## src/rtl/spi_master.sv

```systemverilog
// SPI initiator: full-duplex WIDTH-bit transfers, MSB first.
// All four CPOL/CPHA modes and a programmable spi_clk divider.
module spi_master #(
  parameter int WIDTH     = 8,
  parameter int DIV_WIDTH = 8
) (
  input  logic                 clk,
  input  logic                 rst,
  input  logic                 ena,
  input  logic                 start,
  input  logic [WIDTH-1:0]     bus_in,
  input  logic [DIV_WIDTH-1:0] clk_div,
  input  logic                 spi_clk_polarity,
  input  logic                 spi_clk_phase,
  input  logic                 spi_in,
  output logic                 spi_out,
  output logic                 spi_clk,
  output logic                 spi_ss,
  output logic [WIDTH-1:0]     bus_out,
  output logic                 busy,
  output logic                 tx,
  output logic                 rx
);

  localparam int EW = $clog2(2*WIDTH+1);
  localparam logic [EW-1:0] LAST  = EW'(2*WIDTH);
  localparam logic [EW-1:0] FIRST = EW'(1);

  localparam logic [2:0] IDLE  = 3'd0;
  localparam logic [2:0] SETUP = 3'd1;
  localparam logic [2:0] SHIFT = 3'd2;
  localparam logic [2:0] HOLD  = 3'd3;
  localparam logic [2:0] GAP   = 3'd4;

  logic [2:0]           state;
  logic [DIV_WIDTH-1:0] cnt;
  logic [DIV_WIDTH-1:0] div_q;
  logic                 pol_q;
  logic                 pha_q;
  logic [EW-1:0]        edge_q;
  logic [WIDTH-1:0]     sh;
  logic [WIDTH-1:0]     rcv;
  logic                 tx_q;
  logic                 rx_q;

  logic          tick;
  logic [EW-1:0] nxt;
  logic          lead;
  logic          samp;
  logic          drive;
  logic          last_edge;

  // Half-period timing and per-edge role of the upcoming edge.
  always_comb begin
    tick      = (cnt == div_q);
    nxt       = edge_q + EW'(1);
    lead      = nxt[0];
    samp      = lead ^ pha_q;
    drive     = !samp;
    if (pha_q && nxt == FIRST)
      drive = 1'b0;
    if (!pha_q && nxt == LAST)
      drive = 1'b0;
    last_edge = (state == SHIFT) &&
                (edge_q == LAST);
  end

  assign tx = tx_q & ena;
  assign rx = rx_q & ena;

  // Transfer sequencer: IDLE, SETUP, SHIFT, HOLD, GAP.
  always_ff @(posedge clk or negedge rst) begin
    if (!rst) begin
      state   <= IDLE;
      cnt     <= '0;
      div_q   <= '0;
      pol_q   <= 1'b0;
      pha_q   <= 1'b0;
      edge_q  <= '0;
      sh      <= '0;
      rcv     <= '0;
      tx_q    <= 1'b0;
      rx_q    <= 1'b0;
      spi_out <= 1'b0;
      spi_clk <= 1'b0;
      spi_ss  <= 1'b1;
      bus_out <= '0;
      busy    <= 1'b0;
    end else if (!ena) begin
      tx_q <= 1'b0;
      rx_q <= 1'b0;
    end else begin
      tx_q <= 1'b0;
      rx_q <= 1'b0;
      case (state)
        IDLE: begin
          spi_clk <= spi_clk_polarity;
          spi_ss  <= 1'b1;
          if (start) begin
            state   <= SETUP;
            busy    <= 1'b1;
            spi_ss  <= 1'b0;
            tx_q    <= 1'b1;
            sh      <= bus_in;
            spi_out <= bus_in[WIDTH-1];
            div_q   <= clk_div;
            pol_q   <= spi_clk_polarity;
            pha_q   <= spi_clk_phase;
            cnt     <= '0;
            edge_q  <= '0;
            rcv     <= '0;
          end
        end
        SETUP, SHIFT: begin
          if (!tick) begin
            cnt <= cnt + DIV_WIDTH'(1);
          end else begin
            cnt <= '0;
            if (last_edge) begin
              state <= HOLD;
            end else begin
              state   <= SHIFT;
              spi_clk <= ~spi_clk;
              edge_q  <= nxt;
              if (samp)
                rcv <= {rcv[WIDTH-2:0], spi_in};
              if (drive) begin
                sh      <= {sh[WIDTH-2:0], 1'b0};
                spi_out <= sh[WIDTH-2];
              end
            end
          end
        end
        HOLD: begin
          if (!tick) begin
            cnt <= cnt + DIV_WIDTH'(1);
          end else begin
            cnt     <= '0;
            state   <= GAP;
            spi_ss  <= 1'b1;
            rx_q    <= 1'b1;
            bus_out <= rcv;
          end
        end
        GAP: begin
          spi_clk <= pol_q;
          if (!tick) begin
            cnt <= cnt + DIV_WIDTH'(1);
          end else begin
            cnt   <= '0;
            state <= IDLE;
            busy  <= 1'b0;
          end
        end
        default: begin
          state <= IDLE;
          busy  <= 1'b0;
        end
      endcase
    end
  end

endmodule

```

## config.mk

```make
export PLATFORM = sky130hd
export DESIGN_NAME = spi_master
export DESIGN_NICKNAME = d
export VERILOG_FILES = /design/src/rtl/spi_master.sv
export SDC_FILE = /design/constraint.sdc
export NUM_CORES = 1
export LEC_CHECK = 0
export CORE_MARGIN = 3
export CORE_UTILIZATION = 45
export DETAILED_ROUTE_END_ITERATION = 12
export GPL_ROUTABILITY_DRIVEN = 0
export PLACE_DENSITY = 0.67
export SYNTH_ARGS = -nofsm -noshare
export SYNTH_HDL_FRONTEND = slang
export SYNTH_SLANG_ARGS = --single-unit
```

## constraint.sdc

```tcl
create_clock -name clk -period 2.7 [get_ports clk]
set_input_delay 0.405 -clock clk [delete_from_list [all_inputs] [get_ports clk]]
set_output_delay 0.405 -clock clk [all_outputs]
set_load 0.005 [all_outputs]
```

==> results, run 1 <==
- The worst path in the final design needs a cycle of 2.44 ns, including I/O delays and setup.
- The sequential power share is 42.5%.
- The flow ran to the end, and the final reports show no timing, DRC or antenna violations.
- The gate count of the mapped netlist is 253.
- The full die area is 7110 um^2.
- Leaving out filler cells and counting taps, the final layout contains 372.
- The number of failing hold endpoints at the final stage was 0.
- The clock-pin slew reported for the worst setup and hold paths after clock tree synthesis is 0.10 ns.
- The largest net degree at the start of global routing is 33.
- The largest fanout on the critical path is 10.
- The worst setup timing slack at the placement stage is 0.285 ns.
- The clock reaches the later pin of the worst-skew pair after 0.31 ns.
- Once placement completed, the tool counted placed cells totaling 363.
- The number of primary I/O pins is 37.
- Cells fill 59.6% of the core in the end.
- The starting density of the core is 48.3%.
- The cell area after synthesis is 2760 um^2.
- Across the routed clock network, the largest skew measured is 0.00473 ns.
- The remaining antenna violation count is 0.
- The register bit total from synthesis is 55.
- The initial antenna violation count is 0.
- The arrival time of data at the critical path endpoint is 2.64 ns.
- The analysis attributes to net switching a power of 968 uW.
- The worst-case hold slack is 0.413 ns.
- The switching power share of the total is 34.2%.
- STA classifies the critical path startpoint as a flip-flop.
- The worst setup path is captured at a flip-flop.
- The first global-routing pass estimated 10000 um of wire.
- Global routing finished with a remaining overflow of 0.
- The kind of path behind the tightest hold check is in2async.
- The warning count from the yosys run is 0.
- The max-slew violation total from the final report is 0.
- The main flop type after synthesis is dfrtp_1.
- Setup total negative slack on the finished layout was measured at 0 ns.
- The path type of the worst setup path is reg2reg.
- Detailed placement ended at an HPWL of 3910 um.
- Sorting the synthesized cells by area gives the leading types as dfrtp_1, mux2_2, xor2_1, nand2_1, o21ai_0.
- The number of setup violations in the final report is 0.
- The maximum achievable frequency is 411 MHz.
- The H-tree level count is 2.
- The worst path meets setup with 0.264 ns of slack.
- When the netlist entered floorplanning its net count stood at 280.
- Across every metal layer, demand over resource in global routing totals 17.0%.
- Measured against its own limit, the worst slew margin works out to 64.5%.
- The CTS root buffer is clkbuf_8.
- The endpoint of the worst-slack reg-to-reg timing path is sh[3]$_DFFE_PN0P_.
- The detailed-route via count is 2047.
- Of the cells placed in the final design, the portion with a size suffix greater than 1 is 17.7%.
- The number of buffers created by CTS is 5.
- In this run the deepest clock path goes through 2 buffers.
- The fraction of post-synthesis cell area in the top cell type by area is 49.0%.
- The final layout contains routed wiring with a total length of 5640 um.
- dfrtp_1 takes more of the synthesized area than any other cell.
- The final period utilization is 90.2%.
- The quantity of I/O buffers inserted on ports is 36.
- The relative area change from synthesis to final layout is 23.3%.
- The proportion of register bits with asynchronous set or reset after synthesis is 100%.
- After detailed routing, the number of remaining DRC violations is 0.
- Counting flops with a built-in enable in the synthesized netlist gives 0.
- The design draws 2.83 mW.
- For the worst setup path, the data required time is 2.90 ns.
- Measured along the y axis, the die boundary spans 84.3 um.
- The cell area after layout is 3400 um^2.
- TritonCTS built the clock tree.
- The startpoint of the worst-slack reg-to-reg timing path is edge_q[0]$_DFFE_PN0P_.
- The cell area reported after detailed placement is 3260 um^2.
- The xor/xnor share of the synthesized area is 5.08%.
- Across the run, the number of max-cap violations was 0.
- The post-synthesis cell type count is 46.
- The worst register-to-register path has a setup slack of 0.26 ns.
- For the worst flop-to-flop path, the logic depth is 7.
- By area, the combinational part of the netlist is dominated by simple AND/OR/NAND/NOR gates.
- The fraction of the mapped netlist area in compound gates is 14.2%.
- The floorplan has 27 rows.
- Per report_power, the combinational group accounts for 34.8% of the total.
- The number of antenna diodes in the final layout is 0.
- The worst IR drop on VDD is 0.386 mV.
- For this run, the detailed router's first-pass iteration total came to 4.
- The post-detailed-route via-to-cell ratio is 5.50.
- In the final design database the tool counted 326 nets.
- The area share of and/or/nand/nor cells after synthesis is 15.3%.
- The adder and majority gate portion of the synthesized area is 1.81%.
- The DRC marker count from the first detailed-route iteration is 127.
- In the final routed layout, each cell accounts on average for 15.2 um.
- The count of clock tree sinks is 55.
- The transition time of the tightest slew-check pin is 0.530 ns.
- A synthesized cell averages 10.9 um^2.
- The number of global-route vias before repair is 2110.
- Sorting the synthesized cells by how often they occur yields dfrtp_1, nand2_1, mux2_2, o21ai_0, xor2_1.
- In this run the power density over the cells is 833 nW/um^2.
- Setup repair after global routing left no endpoint under its margin.
- The floorplan step set the die width to 84.3 um.
- The region available for standard cell placement spans 5710 um^2.
- The internal portion of total power is 1.87 mW.
- Yosys instantiated no cell more often than dfrtp_1.
- Summed over all cells, the static leakage comes to 1.55 nW.
- The portion of netlist area occupied by mux cells is 11.0%.
- The sequential cell area fraction in the yosys report is 49.9%.
- The part of the power in the clock network is 22.8%.
-- flip-flops by register name (all words and copies together), names as in the netlist, 3 cells and up --
register and count:
bus_out 8, cnt 8, div_q 8, edge_q 5, rcv 8, sh 7, state 3
-- layout by cell type, fill, tap and decap left out, drive strengths merged, types with 5 or more instances in the layout --
cell,synthesis,routed
a22o,8,8
a31oi,7,7
buf,2,13
clkbuf,8,5
clkdlybuf4s50,0,35
dfrtp,54,54
inv,9,9
mux2,27,27
nand2,30,30
nand2b,5,5
nand3,9,9
nand4,6,6
nor2,9,9
o21ai,17,17
xor2,14,14
-- layer usage --
layer	routed length (um)	share of wire [%]	vias up	GRT usage [%]
met2	2420	43	53	24.6
li1	-	-	1002	-
met1	2830	50	984	24.5
met5	0	0	-	0
met3	304	5.4	8	4.22
met4	87	1.5	0	6.73
-- worst max-delay path, cell delays in order (launching register included) --
cell      delay [ns]
dfrtp_1         0.51
inv_1           0.12
ha_1            0.24
nor4bb_1        0.16
o21ai_1         0.22
o311ai_1        0.20
a311oi_4        0.49
mux2_2          0.40
-- power groups by stage --
stage / sequential, mW / combinational, mW / clock (mW)
6_report: 1.20 / 0.986 / 0.645
5_1_grt: 1.24 / 1.10 / 0.694
4_1_cts: 1.20 / 0.991 / 0.660
3_5_place_dp: 1.22 / 0.983 / 0
3_3_place_gp: 1.21 / 0.965 / 0
2_1_floorplan: 1.16 / 0.702 / 0
-- cell families after synthesis --
family / after synthesis
compound gates: 54
xor+xnor: 16
fa+ha+maj: 4
buf+inv: 19
flops: 55
mux: 27
simple gates: 78
-- cell type report --
class                      count  area, um^2
inverter                       9        33.8
sequential                    55        1380
timing repair buffer          49         455
clock inverter                 3        67.6
fill                         488        2310
multi-input combinational    179        1310
clock buffer                   5        68.8
tap                           72        90.1
-- how the worst max path moves through the flow --
stage,startpoint,end,slack (ns),depth (start not counted)
6_report,edge_q[0]$_DFFE_PN0P_,sh[3]$_DFFE_PN0P_,0.26,7
5_1_grt,edge_q[0]$_DFFE_PN0P_,sh[3]$_DFFE_PN0P_,0.08,7
4_1_cts,edge_q[0]$_DFFE_PN0P_,sh[5]$_DFFE_PN0P_,0.26,7
3_5_place_dp,edge_q[0]$_DFFE_PN0P_,sh[5]$_DFFE_PN0P_,0.28,7
3_3_place_gp,ena,sh[2]$_DFFE_PN0P_,0.30,5
2_1_floorplan,edge_q[0]$_DFFE_PN0P_,sh[1]$_DFFE_PN0P_,0.44,7
-- repair_timing --
item,CTS,global route
gates resized for setup,0,0
buffers inserted,0,0
hold endpoints to repair,2,0
hold buffers,1,0
endpoints found under the setup margin,0,0
Power figures use the tool's default switching activity.
==> inputs of run 2 (changes only) <==
- CELL_PAD_IN_SITES_DETAIL_PLACEMENT: unset -> 2
- CELL_PAD_IN_SITES_GLOBAL_PLACEMENT: unset -> 2
- CORE_UTILIZATION: 45 -> 36
- PLACE_DENSITY: 0.67 -> unset
- PLACE_DENSITY_LB_ADDON: unset -> 0.1
==> results, run 2 (synthesized netlist as in run 1, its figures left out) <==
- The run finished with clean final reports.
- The post-cts repair resize count is 0 (unchanged).
- The area of the core was 7330 um^2 (+28%).
- The kind of path behind the tightest hold check is in2async.
- The hold buffer count at CTS is 0 (-1).
- The master of the slowest instance on the critical path is a311oi_4.
- Setup repair after global routing left no endpoint under its margin.
- The final-layout setup total negative slack is 0 ns (unchanged).
- From synthesis to final layout, the design area changed by 22.7%.
- The maximum single-stage delay on the critical path was 0.51 ns (about the same).
- The clock-pin slew reported for the worst setup and hold paths after clock tree synthesis came to 0.11 ns (about the same).
- The reported max-cap violation count is 0 (unchanged).
- The overall die width is 93.5 um (+11%).
- The sort of element at the end of the critical path is a flip-flop.
- The share of post-route cells with drive strength above 1 is 17.7% (+0.059 points).
- The global routing usage summed across all routing layers is 18.0% (+0.97 points).
- The number of setup violations in the final report is 0 (unchanged).
- The worst clock skew is 0.00772 ns (+0.00299 ns).
- The largest fanout on the critical path was 10 (unchanged).
- The post-route DRC violation count came to 0 (unchanged).
- The number of fill cells in the layout is 775 (+59%).
- The final period utilization was 89.3% (-0.95 points).
- The total buffers and inverters traversed by the critical path came to 0 (-1).
- The DRC marker count from the first detailed-route iteration is 48 (-62%).
- Traced cell by cell, the critical path runs through ha_1, and3_1, mux2_2, a32oi_1, a311oi_4, mux2_2.
- The clock tree from TritonCTS is done.
- The arrival time of data at the critical path endpoint is 2.62 ns (-0.02 ns).
- The worst IR drop on VDD is 0.272 mV (-30%).
- Leaving out fill and tap cells, the most frequent cell in the layout is dfrtp_1.
- The remaining antenna violation count was 0 (unchanged).
- The worst relative slew slack was 36.2% (-28 points).
- The H-tree level count was 2 (unchanged).
- The power density of the placed cells is 806 nW/um^2 (-3.2%).
- The HPWL after detailed placement is 5190 um (+33%).
- The final critical path time including I/O delays and setup is 2.41 ns (-0.0257 ns).
- The antenna diode count came to 0 (unchanged).
- The number of detailed-route iterations in the first pass is 4 (unchanged).
- The total global routing overflow came to 0 (unchanged).
- The max-slew violation total from the final report is 0 (unchanged).
- The number of failing hold endpoints at the final stage is 0 (unchanged).
- The number of buffers created by CTS came to 5 (unchanged).
- The full die area is 8750 um^2 (+23%).
- The overall routed net length is 7200 um (+28%).
- The initial antenna violation count is 0 (unchanged).
- The required time of the critical path was 2.91 ns (about the same).
- The most frequent cell on the critical path is mux2_2.
- The top cell types in the final layout, fill and taps aside, are dfrtp_1, clkdlybuf4s50_1, nand2_1, mux2_2, o21ai_0.
- The number of global-route vias before repair is 2418 (+15%).
- The number of primary I/O pins is 37 (unchanged).
- The largest net degree at the start of global routing is 42 (+27%).
- The count of nets after finishing was 325 (-0.31%).
- The number of core rows is 31 (+15%).
- The wire length per cell after detailed routing came to 18.1 um (+19%).
- The count of clock tree sinks came to 55 (unchanged).
- The post-detailed-route via-to-cell ratio is 5.32 (-3.3%).
- The wire length of the first global-routing pass is 12300 um (+22%).
- The final core utilization came to 46.2% (-13 points).
- The latest clock arrival within the worst-skew pair is 0.32 ns (about the same).
- The static leakage was 1.53 nW (-1.1%).
- The y dimension of the die is 93.5 um (+11%).
- The quantity of I/O buffers inserted on ports was 36 (unchanged).
- The transition time of the tightest slew-check pin is 0.956 ns (+0.426 ns).
- The maximum achievable frequency was 415 MHz (+1.1%).
- The post-CTS setup repair buffer count is 0 (unchanged).
- The buffer levels on the longest clock path is 2 (unchanged).
- Among cell families on the critical path, the largest total delay comes from multiplexers.
- The starting density of the core is 37.6% (-11 points).
- CTS placed an instance of clkbuf_8 at the clock tree root.
- The startpoint kind of the worst setup timing path is a flip-flop.
- The path type of the worst setup path is reg2reg.
- The detailed-route via count is 2117 (+3.4%).
-- run 2: report_power, final --
group / internal (mW) / switching [mW]
sequential: 1.02 / 0.199
combinational: 0.477 / 0.533
clock: 0.194 / 0.307
-- run 2: final cells by class --
type,count,area (um^2),share of cell area (%)
inverters,9,33.8,0.998
clock inverters,3,26.3,0.776
clock buffers,5,68.8,2.03
multi-input cells,179,1310,38.7
well taps,99,124,3.66
flip-flops and latches,55,1380,40.7
repair buffers,48,445,13.2
-- run 2: final timing paths --
path	slack, ns	depth (start not counted)	end	startpoint
setup / recovery	0.29	6	sh[3]$_DFFE_PN0P_	edge_q[0]$_DFFE_PN0P_
hold / removal	0.21	1	edge_q[4]$_DFFE_PN0P_	rst
setup reg to reg	0.29	6	sh[3]$_DFFE_PN0P_	edge_q[0]$_DFFE_PN0P_
hold reg to reg	0.52	1	rcv[7]$_DFFE_PN0P_	rcv[7]$_DFFE_PN0P_
max in group asynchronous	1.72	2	cnt[7]$_DFFE_PN0P_	rst
min in group clk	0.52	1	rcv[7]$_DFFE_PN0P_	rcv[7]$_DFFE_PN0P_
-- run 2: per-layer routing --
metal	global-route usage, %	part of all wire [%]	up-vias
met1	21.7	44	1069
met3	2.65	2.2	7
met5	0	0	-
li1	-	-	1004
met4	4.81	1.4	0
met2	33.2	52	37
-- run 2: through the flow --
stage	worst slack [ns]	power, mW	cells	hold WS [ns]	area (um^2)
global placement	0.314	2.21	390	0.488	3290
CTS	0.268	2.78	398	0.259	3380
finish	0.290	2.73	398	0.209	3380
detailed placement	0.275	2.27	390	0.486	3290
floorplan	0.440	1.86	253	0.109	2760
global route	0.0738	2.94	398	0.288	3380
-- run 2: worst reg2reg max path: cells and delay by family (launching register included) --
kind,cells,cell delay (ns)
multiplexers,2,0.65
AO/OA/AOI/OAI,2,0.60
flip-flops,1,0.49
adder cells (fa/ha/maj),1,0.32
AND/OR/NAND/NOR,1,0.25
